`src/rtl/seq_hamming_cmp_if.sv`:
```
// Compare request/result bundle for seq_hamming_cmp.
// The master launches compares; the slave returns status and the verdict.
interface seq_hamming_cmp_if #(
    parameter int unsigned WIDTH = 8,
    parameter int unsigned DW    = $clog2(WIDTH + 1)
);
    logic             start;
    logic [WIDTH-1:0] a;
    logic [WIDTH-1:0] b;
    logic [1:0]       mode;
    logic [DW-1:0]    thresh;
    logic             busy;
    logic             done;
    logic [DW-1:0]    distance;
    logic             match;

    modport master (
        output start, a, b, mode, thresh,
        input  busy, done, distance, match
    );

    modport slave (
        input  start, a, b, mode, thresh,
        output busy, done, distance, match
    );
endinterface

```
`src/rtl/seq_hamming_cmp.sv`:
```
// Multi-cycle Hamming-distance comparator: scans LANES bits per cycle and
// issues an EQ / LE / GE / ODD verdict on the accumulated distance.
module seq_hamming_cmp #(
    parameter int unsigned WIDTH = 8,
    parameter int unsigned LANES = 1
) (
    input logic             clk,
    input logic             rst_n,
    seq_hamming_cmp_if.slave io_cmp
);
    localparam int unsigned DW = $clog2(WIDTH + 1);
    localparam int unsigned N  = WIDTH / LANES;
    localparam int unsigned KW = (N > 1) ? $clog2(N) : 1;

    localparam logic [1:0] MODE_EQ = 2'b00;
    localparam logic [1:0] MODE_LE = 2'b01;
    localparam logic [1:0] MODE_GE = 2'b10;

    typedef enum logic [1:0] {
        S_IDLE = 2'b00,
        S_RUN  = 2'b01,
        S_FIN  = 2'b10
    } state_t;

    state_t           r_state;
    state_t           w_state_nxt;
    logic [WIDTH-1:0] r_a,        w_a_nxt;
    logic [WIDTH-1:0] r_b,        w_b_nxt;
    logic [1:0]       r_mode,     w_mode_nxt;
    logic [DW-1:0]    r_thresh,   w_thresh_nxt;
    logic [DW-1:0]    r_acc,      w_acc_nxt;
    logic [KW-1:0]    r_k,        w_k_nxt;
    logic             r_busy,     w_busy_nxt;
    logic             r_done,     w_done_nxt;
    logic [DW-1:0]    r_distance, w_distance_nxt;
    logic             r_match,    w_match_nxt;

    logic [WIDTH-1:0] w_diff;
    logic [LANES-1:0] w_slice;
    logic [DW-1:0]    w_pop;
    logic             w_last;

    // Popcount of the current LANES-wide slice of the operand difference
    always_comb begin
        w_diff  = r_a ^ r_b;
        w_slice = LANES'(w_diff >> (32'(r_k) * LANES));
        w_pop   = '0;
        for (int i = 0; i < int'(LANES); i++) begin
            w_pop = w_pop + DW'(w_slice[i]);
        end
        w_last  = (r_k == KW'(N - 1));
    end

    always_ff @(posedge clk or negedge rst_n) begin
        if (!rst_n) begin
            r_state <= S_IDLE;
        end else begin
            r_state <= w_state_nxt;
        end
    end

    // Next-state and next-register values; busy is set one edge ahead so it tracks RUN
    always_comb begin
        w_state_nxt    = r_state;
        w_a_nxt        = r_a;
        w_b_nxt        = r_b;
        w_mode_nxt     = r_mode;
        w_thresh_nxt   = r_thresh;
        w_acc_nxt      = r_acc;
        w_k_nxt        = r_k;
        w_busy_nxt     = 1'b0;
        w_done_nxt     = 1'b0;
        w_distance_nxt = r_distance;
        w_match_nxt    = r_match;

        case (r_state)
            S_IDLE: begin
                if (io_cmp.start) begin
                    w_a_nxt      = io_cmp.a;
                    w_b_nxt      = io_cmp.b;
                    w_mode_nxt   = io_cmp.mode;
                    w_thresh_nxt = io_cmp.thresh;
                    w_acc_nxt    = '0;
                    w_k_nxt      = '0;
                    w_busy_nxt   = 1'b1;
                    w_state_nxt  = S_RUN;
                end
            end
            S_RUN: begin
                w_acc_nxt = r_acc + w_pop;
                w_k_nxt   = r_k + KW'(1);
                if (w_last) begin
                    w_state_nxt = S_FIN;
                end else begin
                    w_busy_nxt  = 1'b1;
                end
            end
            S_FIN: begin
                w_distance_nxt = r_acc;
                w_done_nxt     = 1'b1;
                w_state_nxt    = S_IDLE;
                case (r_mode)
                    MODE_EQ: w_match_nxt = (r_acc == '0);
                    MODE_LE: w_match_nxt = (r_acc <= r_thresh);
                    MODE_GE: w_match_nxt = (r_acc >= r_thresh);
                    default: w_match_nxt = r_acc[0];
                endcase
            end
            default: begin
                w_state_nxt = S_IDLE;
            end
        endcase
    end

    always_ff @(posedge clk or negedge rst_n) begin
        if (!rst_n) begin
            r_a        <= '0;
            r_b        <= '0;
            r_mode     <= '0;
            r_thresh   <= '0;
            r_acc      <= '0;
            r_k        <= '0;
            r_busy     <= 1'b0;
            r_done     <= 1'b0;
            r_distance <= '0;
            r_match    <= 1'b0;
        end else begin
            r_a        <= w_a_nxt;
            r_b        <= w_b_nxt;
            r_mode     <= w_mode_nxt;
            r_thresh   <= w_thresh_nxt;
            r_acc      <= w_acc_nxt;
            r_k        <= w_k_nxt;
            r_busy     <= w_busy_nxt;
            r_done     <= w_done_nxt;
            r_distance <= w_distance_nxt;
            r_match    <= w_match_nxt;
        end
    end

    assign io_cmp.busy     = r_busy;
    assign io_cmp.done     = r_done;
    assign io_cmp.distance = r_distance;
    assign io_cmp.match    = r_match;
endmodule

```
`src/flat_wrapper.sv`:
```
// flat-port wrapper written by rule: the top's interface ports become plain ports
module seq_hamming_cmp_flat 
#(
    parameter int unsigned WIDTH = 8,
    parameter int unsigned LANES = 1
)
  (clk, rst_n, io_cmp_start, io_cmp_a, io_cmp_b, io_cmp_mode, io_cmp_thresh, io_cmp_busy, io_cmp_done, io_cmp_distance, io_cmp_match);
  seq_hamming_cmp_if #(.WIDTH(WIDTH)) io_cmp_i ();
  input logic clk;
  input logic rst_n;
  input wire logic [$bits(io_cmp_i.start)-1:0] io_cmp_start;
  input wire logic [$bits(io_cmp_i.a)-1:0] io_cmp_a;
  input wire logic [$bits(io_cmp_i.b)-1:0] io_cmp_b;
  input wire logic [$bits(io_cmp_i.mode)-1:0] io_cmp_mode;
  input wire logic [$bits(io_cmp_i.thresh)-1:0] io_cmp_thresh;
  output wire logic [$bits(io_cmp_i.busy)-1:0] io_cmp_busy;
  output wire logic [$bits(io_cmp_i.done)-1:0] io_cmp_done;
  output wire logic [$bits(io_cmp_i.distance)-1:0] io_cmp_distance;
  output wire logic [$bits(io_cmp_i.match)-1:0] io_cmp_match;
  assign io_cmp_i.start = io_cmp_start;
  assign io_cmp_i.a = io_cmp_a;
  assign io_cmp_i.b = io_cmp_b;
  assign io_cmp_i.mode = io_cmp_mode;
  assign io_cmp_i.thresh = io_cmp_thresh;
  assign io_cmp_busy = io_cmp_i.busy;
  assign io_cmp_done = io_cmp_i.done;
  assign io_cmp_distance = io_cmp_i.distance;
  assign io_cmp_match = io_cmp_i.match;
  seq_hamming_cmp #(.WIDTH(WIDTH), .LANES(LANES)) u_core (.clk(clk), .rst_n(rst_n), .io_cmp(io_cmp_i));
endmodule
```
`config.mk`:
```
export PLATFORM = sky130hd
export DESIGN_NAME = seq_hamming_cmp_flat
export DESIGN_NICKNAME = d
export VERILOG_FILES = /design/src/rtl/seq_hamming_cmp_if.sv /design/src/rtl/seq_hamming_cmp.sv /design/src/flat_wrapper.sv
export SDC_FILE = /design/constraint.sdc
export NUM_CORES = 1
export LEC_CHECK = 0
export ABC_AREA = 1
export CAP_MARGIN = 20
export CORE_MARGIN = 4
export CORE_UTILIZATION = 55
export DETAILED_ROUTE_END_ITERATION = 7
export DONT_BUFFER_PORTS = 1
export PLACE_DENSITY = 0.66
export RECOVER_POWER = 50
export SLEW_MARGIN = 40
export SYNTH_ARGS = -nofsm -noshare
export SYNTH_HDL_FRONTEND = slang
export SYNTH_SLANG_ARGS = --single-unit
```
`constraint.sdc`:
```
create_clock -name clk -period 1.8 [get_ports clk]
set_input_delay 0.36 -clock clk [delete_from_list [all_inputs] [get_ports clk]]
set_output_delay 0.36 -clock clk [all_outputs]
set_load 0.1 [all_outputs]
```
==> flow_summary.yaml <==
status:
  result_of_the_run: "completed"
power_and_ir_drop:
  netSwitchingPower_uw: 1810
  combinational_power_share_pct: 51.6
  p_int_uw: 2180
  irDropWorstVdd_mv: 0.901
  pwr-share-clk_pct: 10.0
  static-leakage-power_uw: 0.00104
  p_seq_share_pct: 38.3
  p_per_area_mw_per_mm2: 1990
  switching_fraction_of_total_power_pct: 45.3
clock_network:
  cts_tree: "yes"
  cts.sink_count: 38
  clock_insertion_delay_worst_skew_ns: 0.33
  cts-buffers-inserted: 5
  cts_buffer_depth: 2
  clock_tree.root_cell: "sky130_fd_sc_hd__clkbuf_4"
  htree_levels: 2
  clkSlewWorstSetupHoldPaths_ns: 0.10
finish:
  final_cell_count_no_fill: 254
  nets: 243
  layout_cells_sized_above_1_pct: 18.6
  seqCellArea_um2: 951
  multi_input_area_um2: 778
  insertedDiodeCount: 0
  flow.area_growth_from_synthesis_pct: 8.59
  fill_cells: 285
yosys:
  synth_area_leader_cell: "sky130_fd_sc_hd__dfrtp_1"
  post_synth_main_area_contributors: "sky130_fd_sc_hd__dfrtp_1, sky130_fd_sc_hd__nand2_1, sky130_fd_sc_hd__ha_1, sky130_fd_sc_hd__inv_1, sky130_fd_sc_hd__mux2_4"
  synth-seq-area-share_pct: 51.4
  synth_cells: 197
  netlist_area_mm2: 0.00185
  ys.warnings.count: 0
  netlist-cell-type-count: 19
  yosys_register_bits: 38
  yosys.area.top_type_share_pct: 51.4
  mappedNetlistNets: 230
  syn_area_per_cell_um2: 9.39
floorplan:
  std_cell_rows: 20
  starting_utilization_of_the_core_area_pct: 59.2
  fp.dieW_um: 66.0
  floorplan.die_area_mm2: 0.00436
  core_area_mm2: 0.00313
  dieHeight_um: 66.0
  ioPinCount: 32
timing:
  worst_clock_skew_ns: 0.00424
  timing.slew.headroom_pct: 38.4
  grt_setup_unrepaired: "yes"
  clock.fmax_mhz: 604
  final_min_period_ns: 1.66
  setup_viol_count_final: 0
  hold_viol_final: 0
  fin_ws_ns: 0.144
  worst_pin_slew_ns: 0.924
  final_min_period_over_clock_period_pct: 92.0
  slew_viol_final: 0
detailed_routing:
  routed_wl_um: 3160
  route.detailed.vias_per_inst: 5.13
  routed-via-count: 1302
  first_iter_violations: 42
  drt.antenna.violating_nets: 0
  first_pass_iters: 4
  post-route-drc-count: 0
  detail_route.wl_per_cell_um: 12.4
place:
  gp_congestion: 0.784
  place_hpwl_um: 2270
  pre_cts_ws_ns: 0.104
  buffer_ports.inserted: 0
  dpl.cell_count: 244
setup_path:
  crit_type: "reg -> reg"
  worst_ep_arrival_time_ns: 1.92
  timing.critical_path.to_type: "register"
  cell_by_cell_trace_of_the_critical_path: "or2_2, nand3_1, nand3_1, nand3_1, nand2_1, ha_2, ha_1, nand3_2, a21oi_2, a21oi_1"
  timing.critical_path.required_ns: 2.06
  critPathBufInv: 0
  largest_driver_fanout_on_the_critical_path: 3
  critical_path.most_common_cell: "sky130_fd_sc_hd__nand3_1"
  crit_path_top_delay_cell: "sky130_fd_sc_hd__dfrtp_1"
  worst_path_largest_cell_delay_ns: 0.40
  timing.critical_path.from_type: "register"
  timing.critical_path.max_delay_family: "simple AND/OR/NAND/NOR gates"
global_routing:
  antenna_found_initial: 0
  first_global_vias: 1340
  grt.total_usage_pct: 17.0
  grt_pass1_wl_um: 5620
  grt_start_max_net_pins: 39
  grt_overflow_total: 0
worst_hold_path:
  min_path_type: "in -> reg"
flow_run:
  cap_viol_max_count: 0
[Yosys cell counts, drive strengths merged]
library cell and n:
a21oi 12, a31oi 1, buf 4, clkbuf 1, dfrtp 38, ha 8
inv 26, mux2 13, nand2 36, nand3 17, nor2 21, o21ai 14
o22ai 1, or2 4, xor2 1
[state kept, by name, summed over array words and instances, names as in the netlist]
signal,flops
u_core.r_thresh,4
u_core.r_k,3
u_core.r_a,8
u_core.io_cmp.match,1
u_core.io_cmp.distance,4
u_core.r_b,8
u_core.r_state,2
u_core.io_cmp.done,1
u_core.io_cmp.busy,1
u_core.r_mode,2
u_core.r_acc,4
[power by group through the flow]
stage               Clock [uW]  Sequential [uW]  Combinational (uW)
floorplan                    0             1950                1220
global placement             0             1530                1930
detailed placement           0             1540                2000
CTS                        426             1530                2030
global route               481             1580                2330
finish                     400             1530                2060
[routing by layer]
metal | global-route usage [%] | part of all wire, % | routed length [um] | vias to the layer above
li1 | - | - | - | 657
met1 | 19.7 | 44 | 1390 | 610
met4 | 4.57 | 1.1 | 34 | 0
met5 | 0 | 0 | 0 | -
met2 | 28.8 | 50 | 1580 | 31
met3 | 7.14 | 4.9 | 154 | 4
[metrics by stage]
step                cell area [um2]  setup TNS [ns]  hold WS [ns]  power (uW)  util, %
detailed placement             1920               0        0.0654        3550     61.5
global placement               1920               0        0.0654        3460     61.5
CTS                            2000               0         0.147        3980     63.9
finish                         2010               0         0.169        3990     64.2
global route                   2010        -0.00590         0.122        4390     64.2
floorplan                      1850               0        0.0644        3170        -
[cells by family (layout without fill, tap and decap cells)]
family	after synthesis	count (layout)	share of synthesized area, %
and+or+nand+nor	78	78	18.3
buffers and inverters	31	44	7.57
AOI/OAI and AO/OA	28	28	7.71
adders and majority gates	8	8	5.41
DFF	38	38	51.4
xor gates and xnor gates	1	1	0.473
muxes	13	13	9.13
[path summary, 6_finish.rpt]
| check | from | endpoint | slack (ns) | cells past startpoint |
|---|---|---|---|---|
| worst max register to register | u_core.r_b[7] | u_core.r_acc[2] | 0.14 | 10 |
| worst min-delay path | io_cmp_b[3] | u_core.r_b[3] | 0.17 | 1 |
| worst max-delay path | u_core.r_b[7] | u_core.r_acc[2] | 0.14 | 10 |
| max in group asynchronous | rst_n | u_core.r_b[0] | 0.52 | 2 |
| min in group asynchronous | rst_n | u_core.io_cmp.busy | 0.71 | 2 |
| worst min register to register | u_core.io_cmp.distance[0] | u_core.io_cmp.distance[0] | 0.51 | 2 |
[worst reg2reg max path: cells and delay by family, from the launching register on]
family | cells | cell delay, ns
compound gates | 2 | 0.18
fa+ha+maj | 2 | 0.35
flops | 1 | 0.40
simple gates | 6 | 0.66
[cells in the final DEF, fill, tap and decap left out, types with 2 or more instances in the layout]
master                     instances
sky130_fd_sc_hd__clkbuf_4          5
sky130_fd_sc_hd__o21ai_1           3
sky130_fd_sc_hd__or2_2             3
sky130_fd_sc_hd__clkbuf_1          2
sky130_fd_sc_hd__a21oi_1          11
sky130_fd_sc_hd__nand3_2           2
sky130_fd_sc_hd__mux2_4            6
sky130_fd_sc_hd__inv_1            25
sky130_fd_sc_hd__ha_1              7
sky130_fd_sc_hd__nor2_1           20
sky130_fd_sc_hd__nand3_1          15
sky130_fd_sc_hd__mux2_2            7
sky130_fd_sc_hd__dfrtp_1          38
sky130_fd_sc_hd__o21ai_0          11
sky130_fd_sc_hd__buf_4             9
sky130_fd_sc_hd__nand2_1          35
[area by class of cell]
type | count | share of cell area (%)
Tap cell | 44 | 2.74
Timing Repair Buffer | 11 | 4.11
Clock buffer | 7 | 2.24
Multi-Input combinational cell | 128 | 38.7
Sequential cell | 38 | 47.3
Inverter | 26 | 4.86
[what timing repair did]
item                                    CTS  global route
hold buffers                              2             0
endpoints found under the setup margin    0             2
endpoints found under the hold margin    38             0
setup buffers                             0             1
gates resized for setup                   0             9
Note: power is estimated with default switching activity, not from simulation.
